$ cat config.mk
export PLATFORM = sky130hd
export DESIGN_NAME = led_frame_buffer_flat
export DESIGN_NICKNAME = d
export VERILOG_FILES = /design/src/rtl/led_frame_buffer_if.sv /design/src/rtl/led_frame_buffer.sv /design/src/flat_wrapper.sv
export SDC_FILE = /design/constraint.sdc
export NUM_CORES = 1
export LEC_CHECK = 0
export BUFFER_PORTS_ARGS = -buffer_cell sky130_fd_sc_hd__buf_2
export CAP_MARGIN = 20
export CORE_ASPECT_RATIO = 1.25
export CORE_UTILIZATION = 30
export CTS_CLUSTER_SIZE = 12
export DETAILED_ROUTE_END_ITERATION = 8
export GPL_ROUTABILITY_DRIVEN = 0
export PLACE_DENSITY = 0.56
export SYNTH_ARGS = -nofsm -noshare
export SYNTH_HDL_FRONTEND = slang
export SYNTH_SLANG_ARGS = --single-unit
$ cat constraint.sdc
create_clock -name clock -period 2.4 [get_ports clock]
set_input_delay 0.48 -clock clock [delete_from_list [all_inputs] [get_ports clock]]
set_output_delay 0.48 -clock clock [all_outputs]
set_load 0.02 [all_outputs]
$ cat src/rtl/led_frame_buffer_if.sv
// Pixel write port of the LED frame buffer: valid/ready handshake carrying row, column and colour.
interface led_frame_buffer_if;
  logic       wr_valid;
  logic       wr_ready;
  logic [2:0] wr_row;
  logic [2:0] wr_col;
  logic [1:0] wr_color;

  modport master (output wr_valid, output wr_row, output wr_col, output wr_color, input wr_ready);
  modport slave  (input wr_valid, input wr_row, input wr_col, input wr_color, output wr_ready);
endinterface

$ cat src/rtl/led_frame_buffer.sv
// Double-buffered 8x8 red/green frame store; the back bank is written pixel by pixel and
// swapped to the front on the scan driver's frame boundary (or after a timeout).
module led_frame_buffer #(
  parameter int SWAP_TIMEOUT = 1024
) (
  input  logic                 clock,
  input  logic                 reset,
  led_frame_buffer_if.slave    wr,
  input  logic                 clear_req,
  input  logic                 swap_req,
  input  logic                 frame_start,
  output logic                 busy,
  output logic                 swap_done,
  output logic [7:0][7:0]      red_array,
  output logic [7:0][7:0]      green_array
);

  localparam int CW = (SWAP_TIMEOUT > 2) ? $clog2(SWAP_TIMEOUT) : 1;
  localparam logic [CW-1:0] TO_LAST = CW'((SWAP_TIMEOUT > 0) ? SWAP_TIMEOUT - 1 : 0);

  typedef enum logic [1:0] {
    IDLE      = 2'd0,
    CLEAR     = 2'd1,
    SWAP_WAIT = 2'd2
  } state_t;

  state_t                 state_r;
  logic [1:0][7:0][7:0]   red_bank_r;
  logic [1:0][7:0][7:0]   green_bank_r;
  logic                   front_r;
  logic [2:0]             row_r;
  logic                   swap_pend_r;
  logic [CW-1:0]          wait_r;
  logic                   ready_r;
  logic                   busy_r;
  logic                   done_r;

  logic                   back_s;
  logic                   accept_s;
  logic                   timeout_hit_s;

  assign back_s        = ~front_r;
  assign accept_s      = wr.wr_valid && ready_r;
  assign timeout_hit_s = (SWAP_TIMEOUT != 0) && (wait_r == TO_LAST);

  // Control FSM, bank storage and registered status outputs
  always_ff @(posedge clock) begin
    if (reset) begin
      state_r      <= IDLE;
      red_bank_r   <= '0;
      green_bank_r <= '0;
      front_r      <= 1'b0;
      row_r        <= 3'd0;
      swap_pend_r  <= 1'b0;
      wait_r       <= '0;
      ready_r      <= 1'b1;
      busy_r       <= 1'b0;
      done_r       <= 1'b0;
    end else begin
      done_r <= 1'b0;
      case (state_r)
        IDLE: begin
          if (accept_s) begin
            red_bank_r[back_s][wr.wr_row][wr.wr_col]   <= wr.wr_color[0];
            green_bank_r[back_s][wr.wr_row][wr.wr_col] <= wr.wr_color[1];
          end
          if (clear_req) begin
            state_r     <= CLEAR;
            row_r       <= 3'd0;
            swap_pend_r <= swap_req;
            ready_r     <= 1'b0;
            busy_r      <= 1'b1;
          end else if (swap_req) begin
            state_r <= SWAP_WAIT;
            wait_r  <= '0;
            ready_r <= 1'b0;
            busy_r  <= 1'b1;
          end
        end
        CLEAR: begin
          red_bank_r[back_s][row_r]   <= 8'h00;
          green_bank_r[back_s][row_r] <= 8'h00;
          if (row_r == 3'd7) begin
            // A swap request landing on the last clear row still chains into the swap
            if (swap_pend_r || swap_req) begin
              state_r <= SWAP_WAIT;
              wait_r  <= '0;
            end else begin
              state_r <= IDLE;
              ready_r <= 1'b1;
              busy_r  <= 1'b0;
            end
            swap_pend_r <= 1'b0;
          end else begin
            row_r <= row_r + 3'd1;
            if (swap_req) begin
              swap_pend_r <= 1'b1;
            end
          end
        end
        SWAP_WAIT: begin
          if (frame_start || timeout_hit_s) begin
            front_r <= ~front_r;
            state_r <= IDLE;
            ready_r <= 1'b1;
            busy_r  <= 1'b0;
            done_r  <= 1'b1;
          end else begin
            wait_r <= wait_r + {{(CW-1){1'b0}}, 1'b1};
          end
        end
        default: begin
          state_r <= IDLE;
          ready_r <= 1'b1;
          busy_r  <= 1'b0;
        end
      endcase
    end
  end

  assign wr.wr_ready  = ready_r;
  assign busy         = busy_r;
  assign swap_done    = done_r;
  assign red_array    = red_bank_r[front_r];
  assign green_array  = green_bank_r[front_r];

endmodule

$ cat src/flat_wrapper.sv
// flat-port wrapper written by rule: the top's interface ports become plain ports
module led_frame_buffer_flat 
#(
  parameter int SWAP_TIMEOUT = 1024
)
  (clock, reset, clear_req, swap_req, frame_start, busy, swap_done, red_array, green_array, wr_wr_valid, wr_wr_row, wr_wr_col, wr_wr_color, wr_wr_ready);
  led_frame_buffer_if wr_i ();
  input  logic clock;
  input  logic reset;
  input  logic clear_req;
  input  logic swap_req;
  input  logic frame_start;
  output logic busy;
  output logic swap_done;
  output logic [7:0][7:0] red_array;
  output logic [7:0][7:0] green_array;
  input wire logic [$bits(wr_i.wr_valid)-1:0] wr_wr_valid;
  input wire logic [$bits(wr_i.wr_row)-1:0] wr_wr_row;
  input wire logic [$bits(wr_i.wr_col)-1:0] wr_wr_col;
  input wire logic [$bits(wr_i.wr_color)-1:0] wr_wr_color;
  output wire logic [$bits(wr_i.wr_ready)-1:0] wr_wr_ready;
  assign wr_i.wr_valid = wr_wr_valid;
  assign wr_i.wr_row = wr_wr_row;
  assign wr_i.wr_col = wr_wr_col;
  assign wr_i.wr_color = wr_wr_color;
  assign wr_wr_ready = wr_i.wr_ready;
  led_frame_buffer #(.SWAP_TIMEOUT(SWAP_TIMEOUT)) u_core (.clock(clock), .reset(reset), .wr(wr_i), .clear_req(clear_req), .swap_req(swap_req), .frame_start(frame_start), .busy(busy), .swap_done(swap_done), .red_array(red_array), .green_array(green_array));
endmodule
==> summary.txt <==
Drt
  – Total wire length: 54.1 mm
  – Via Count: 14000
  – Detailed Routing Iterations Pass 1: 7
  – Iter 0 DRT Violations: 1251
  – Routed Antenna Nets: 0
  – Vias per inst: 5.54
  – Avg WL per Cell: approximately 21 um
  – Drt drc: 0

Yosys
  – Seq/Total Area, Yosys: 39.0%
  – Post-synth EDFFs: 0
  – Commonest cells in the netlist: a21oi_1 (394), dfxtp_1 (276), o21ai_0 (265)
  – Synth warn: 0
  – Leading area contributor after synthesis: dfxtp_1
  – Synth async-reset ratio: 0%
  – Post-synthesis area per instance: 8.05 sq um
  – Post-Syn Nets: around 1800
  – Dominant cell by count in the synthesized netlist: a21oi_1
  – Post-synthesis cell type count: 66
  – Synth top area share: 39.0%
  – Top cells by area, synth: dfxtp_1 (39%), a21oi_1 (14%), mux2_2 (10%)
  – Cell area after synthesis: 14200 sq um
  – Main flop type after synthesis: dfxtp_1
  – Seq cells post-synth: 276
  – Syn Inst Count: 1757

Worst setup path
  – FF-to-FF Start: u_core.state_r[1]
  – Peak fanout along the critical path: 33
  – Setup crit start kind: register
  – R2R Path End: u_core.red_bank_r[40]
  – Critical setup path kind: register to output port
  – R2R depth: 8
  – Crit end category: output port
  – Critical Path Start: u_core.front_r
  – Crit path arrival time: 1.93 ns
  – R2R Setup Slk: 0.23 ns
  – Req. time, crit path: 1.92 ns

Place
  – IO buf count: 144
  – DP Cell Count: 2478
  – Detail Placement HPWL: 36.3 mm
  – Dpl ws: roughly 0.18 ns

Global routing
  – Grt total ovfl: 0
  – Initial antenna violation count: 4
  – Gr usage total: 21.7%
  – First-pass GRT wire length: 81.1 mm
  – Pin count of the biggest net entering global routing: just over 80
  – Vias in the first global route: 13300

STA
  – Tmin final: ~2.4 ns
  – Slew Viols, Final: 0
  – Fin. Hold Viols: 0
  – Final Worst Setup Slack: -0.00951 ns
  – RSZ-0062 raised after global routing: true
  – # setup viols final: 4
  – Max Clk Rate: 415 MHz
  – Skew final: 0.0128 ns
  – Worst Tran Pin Value: around 0.74 ns
  – Sum of negative setup slack: -0.0190 ns
  – Final period utilization: 100%
  – Max-slew headroom: 50.6%

Final layout
  – Layout Utilization: 36.6%
  – Finished Layout Cells: 2537
  – Layout cells sized above 1: between 20% and 30%
  – Final net count: 1904
  – Area Growth Syn to Fin: 20.0%

Min path
  – WHS Path Cells: 3
  – Hold Path Origin: clear_req
  – HP Class: primary input to register
  – Hold path endpoint: u_core.state_r[0]

Outcome
  – Status: finished with violations
  – Failing checks: setup timing

Floorplanning
  – Die width: 196 um
  – Row count: ~90
  – Initial Utilization: just over 30%
  – Height of the die: approximately 240 um
  – Core box area: between 40000 and 50000 sq um
  – Full die area: between 40000 and 50000 sq um
  – I/O pin count: around 150

Job
  – Max_cap viols: 0

CTS
  – CTS tree: done
  – Clock latency on the worst-skew pair: 0.57 ns
  – CTS buffer count: 30
  – Max clock buf depth: 3
  – Hold buffers post-CTS: 0
  – CTS Sinks: 276
  – H-Tree Depth: 1
  – CTS root buf: clkbuf_16
  – Worst-path clk slew: 0.06 ns

Power
  – VDD IR max: 0.537 mV
  – Cell Pwr Density: 685 nW/um^2
  – Leak Pwr: 6.04 nW
[metrics by stage]
stage               instance area [sq um]  power (mW)  hold slack [ns]
floorplan                           14200        6.18            0.446
global placement                    15900        6.99            0.452
detailed placement                  15900        7.01            0.463
CTS                                 17000        11.6            0.268
global route                        17000        12.0            0.298
finish                              17000        11.6            0.290
[power breakdown]
part / internal (mW) / switching [mW]
Combinational: 0.674 / 1.64
Sequential: 4.62 / 0.0371
Clock: 2.71 / 1.95
Total: 8.00 / 3.63
[flip-flops by register name (all words and copies together) (netlist names)]
name,cells
u_core.busy,1
u_core.row_r,3
u_core.green_bank_r,128
u_core.front_r,1
u_core.red_bank_r,128
u_core.wait_r,10
u_core.state_r,2
u_core.swap_pend_r,1
u_core.swap_done,1
u_core.wr.wr_ready,1
[worst max-delay path, cell delays in order, from the launching register on]
cell and delay, ns:
dfxtp_4 0.49, buf_12 0.27, mux2_2 0.41, buf_2 0.17
[cell usage in the layout, fill, tap and decap left out, types with 4 or more instances in the layout]
cell type / synthesis / layout
a21boi_1: 4 / 4
a21oi_1: 394 / 392
a311oi_1: 6 / 6
a31oi_1: 5 / 5
and3_1: 5 / 5
and3b_1: 6 / 6
and4b_1: 8 / 8
and4bb_2: 4 / 4
buf_12: 0 / 14
buf_2: 64 / 143
buf_4: 17 / 112
clkbuf_1: 74 / 9
clkbuf_16: 0 / 31
clkbuf_8: 0 / 8
dfxtp_1: 276 / 275
ha_1: 6 / 5
inv_1: 5 / 5
mux2_2: 129 / 122
mux2_4: 0 / 7
mux2i_1: 4 / 4
nand2_1: 209 / 209
nand2b_1: 10 / 9
nand3_1: 61 / 61
nand3b_1: 5 / 5
nor2_1: 64 / 64
nor2_4: 8 / 8
nor2b_1: 5 / 5
nor3_2: 12 / 12
nor3b_2: 6 / 6
nor4b_1: 4 / 4
nor4b_2: 4 / 4
nor4bb_1: 8 / 8
o21ai_0: 265 / 265
o22ai_1: 6 / 6
o22ai_2: 10 / 10
[cells by family (layout without fill, tap and decap cells)]
kind of cell             Yosys count  after routing  share of synthesized area (%)
flip-flops                       276            276                           39.0
multiplexers                     133            133                           10.5
AO/OA/AOI/OAI                    710            710                           26.4
buffers and inverters            182            331                           6.33
other                              0              1                              0
adder cells (fa/ha/maj)            6              6                          0.530
AND/OR/NAND/NOR                  449            449                           17.1
XOR/XNOR                           1              1                         0.0619
[worst max-delay path by stage]
stage                               end  slack (ns)  cells after the start
4_1_cts                 green_array[49]       -0.02                      3
2_1_floorplan           green_array[57]        0.34                      7
6_report                  red_array[17]       -0.01                      3
5_1_grt                  green_array[2]       -0.04                      3
3_3_place_gp   u_core.green_bank_r[116]        0.24                      7
3_5_place_dp      u_core.red_bank_r[80]        0.18                      7
[layer usage]
metal	vias to the layer above	global-route usage, %	part of all wire (%)
met5	-	0	0.081
met4	6	9.19	4.2
met3	112	4.27	7.4
met2	524	35.5	46
met1	6879	27.8	42
li1	6524	-	-
[area by class of cell]
class	count	area [sq um]
inverter	6	22.5
tap	630	788
fill	4818	29400
antenna	1	2.50
sequential	276	5530
clock buffer	48	920
multi-input combinational	1299	7790
clock inverter	6	60.1
timing repair buffer	271	1860
[what timing repair did]
item / in CTS / in global routing
resized for setup: 2 / 6
buffers inserted: 4 / 0
setup endpoints to repair: 116 / 57
Power figures use the tool's default switching activity.
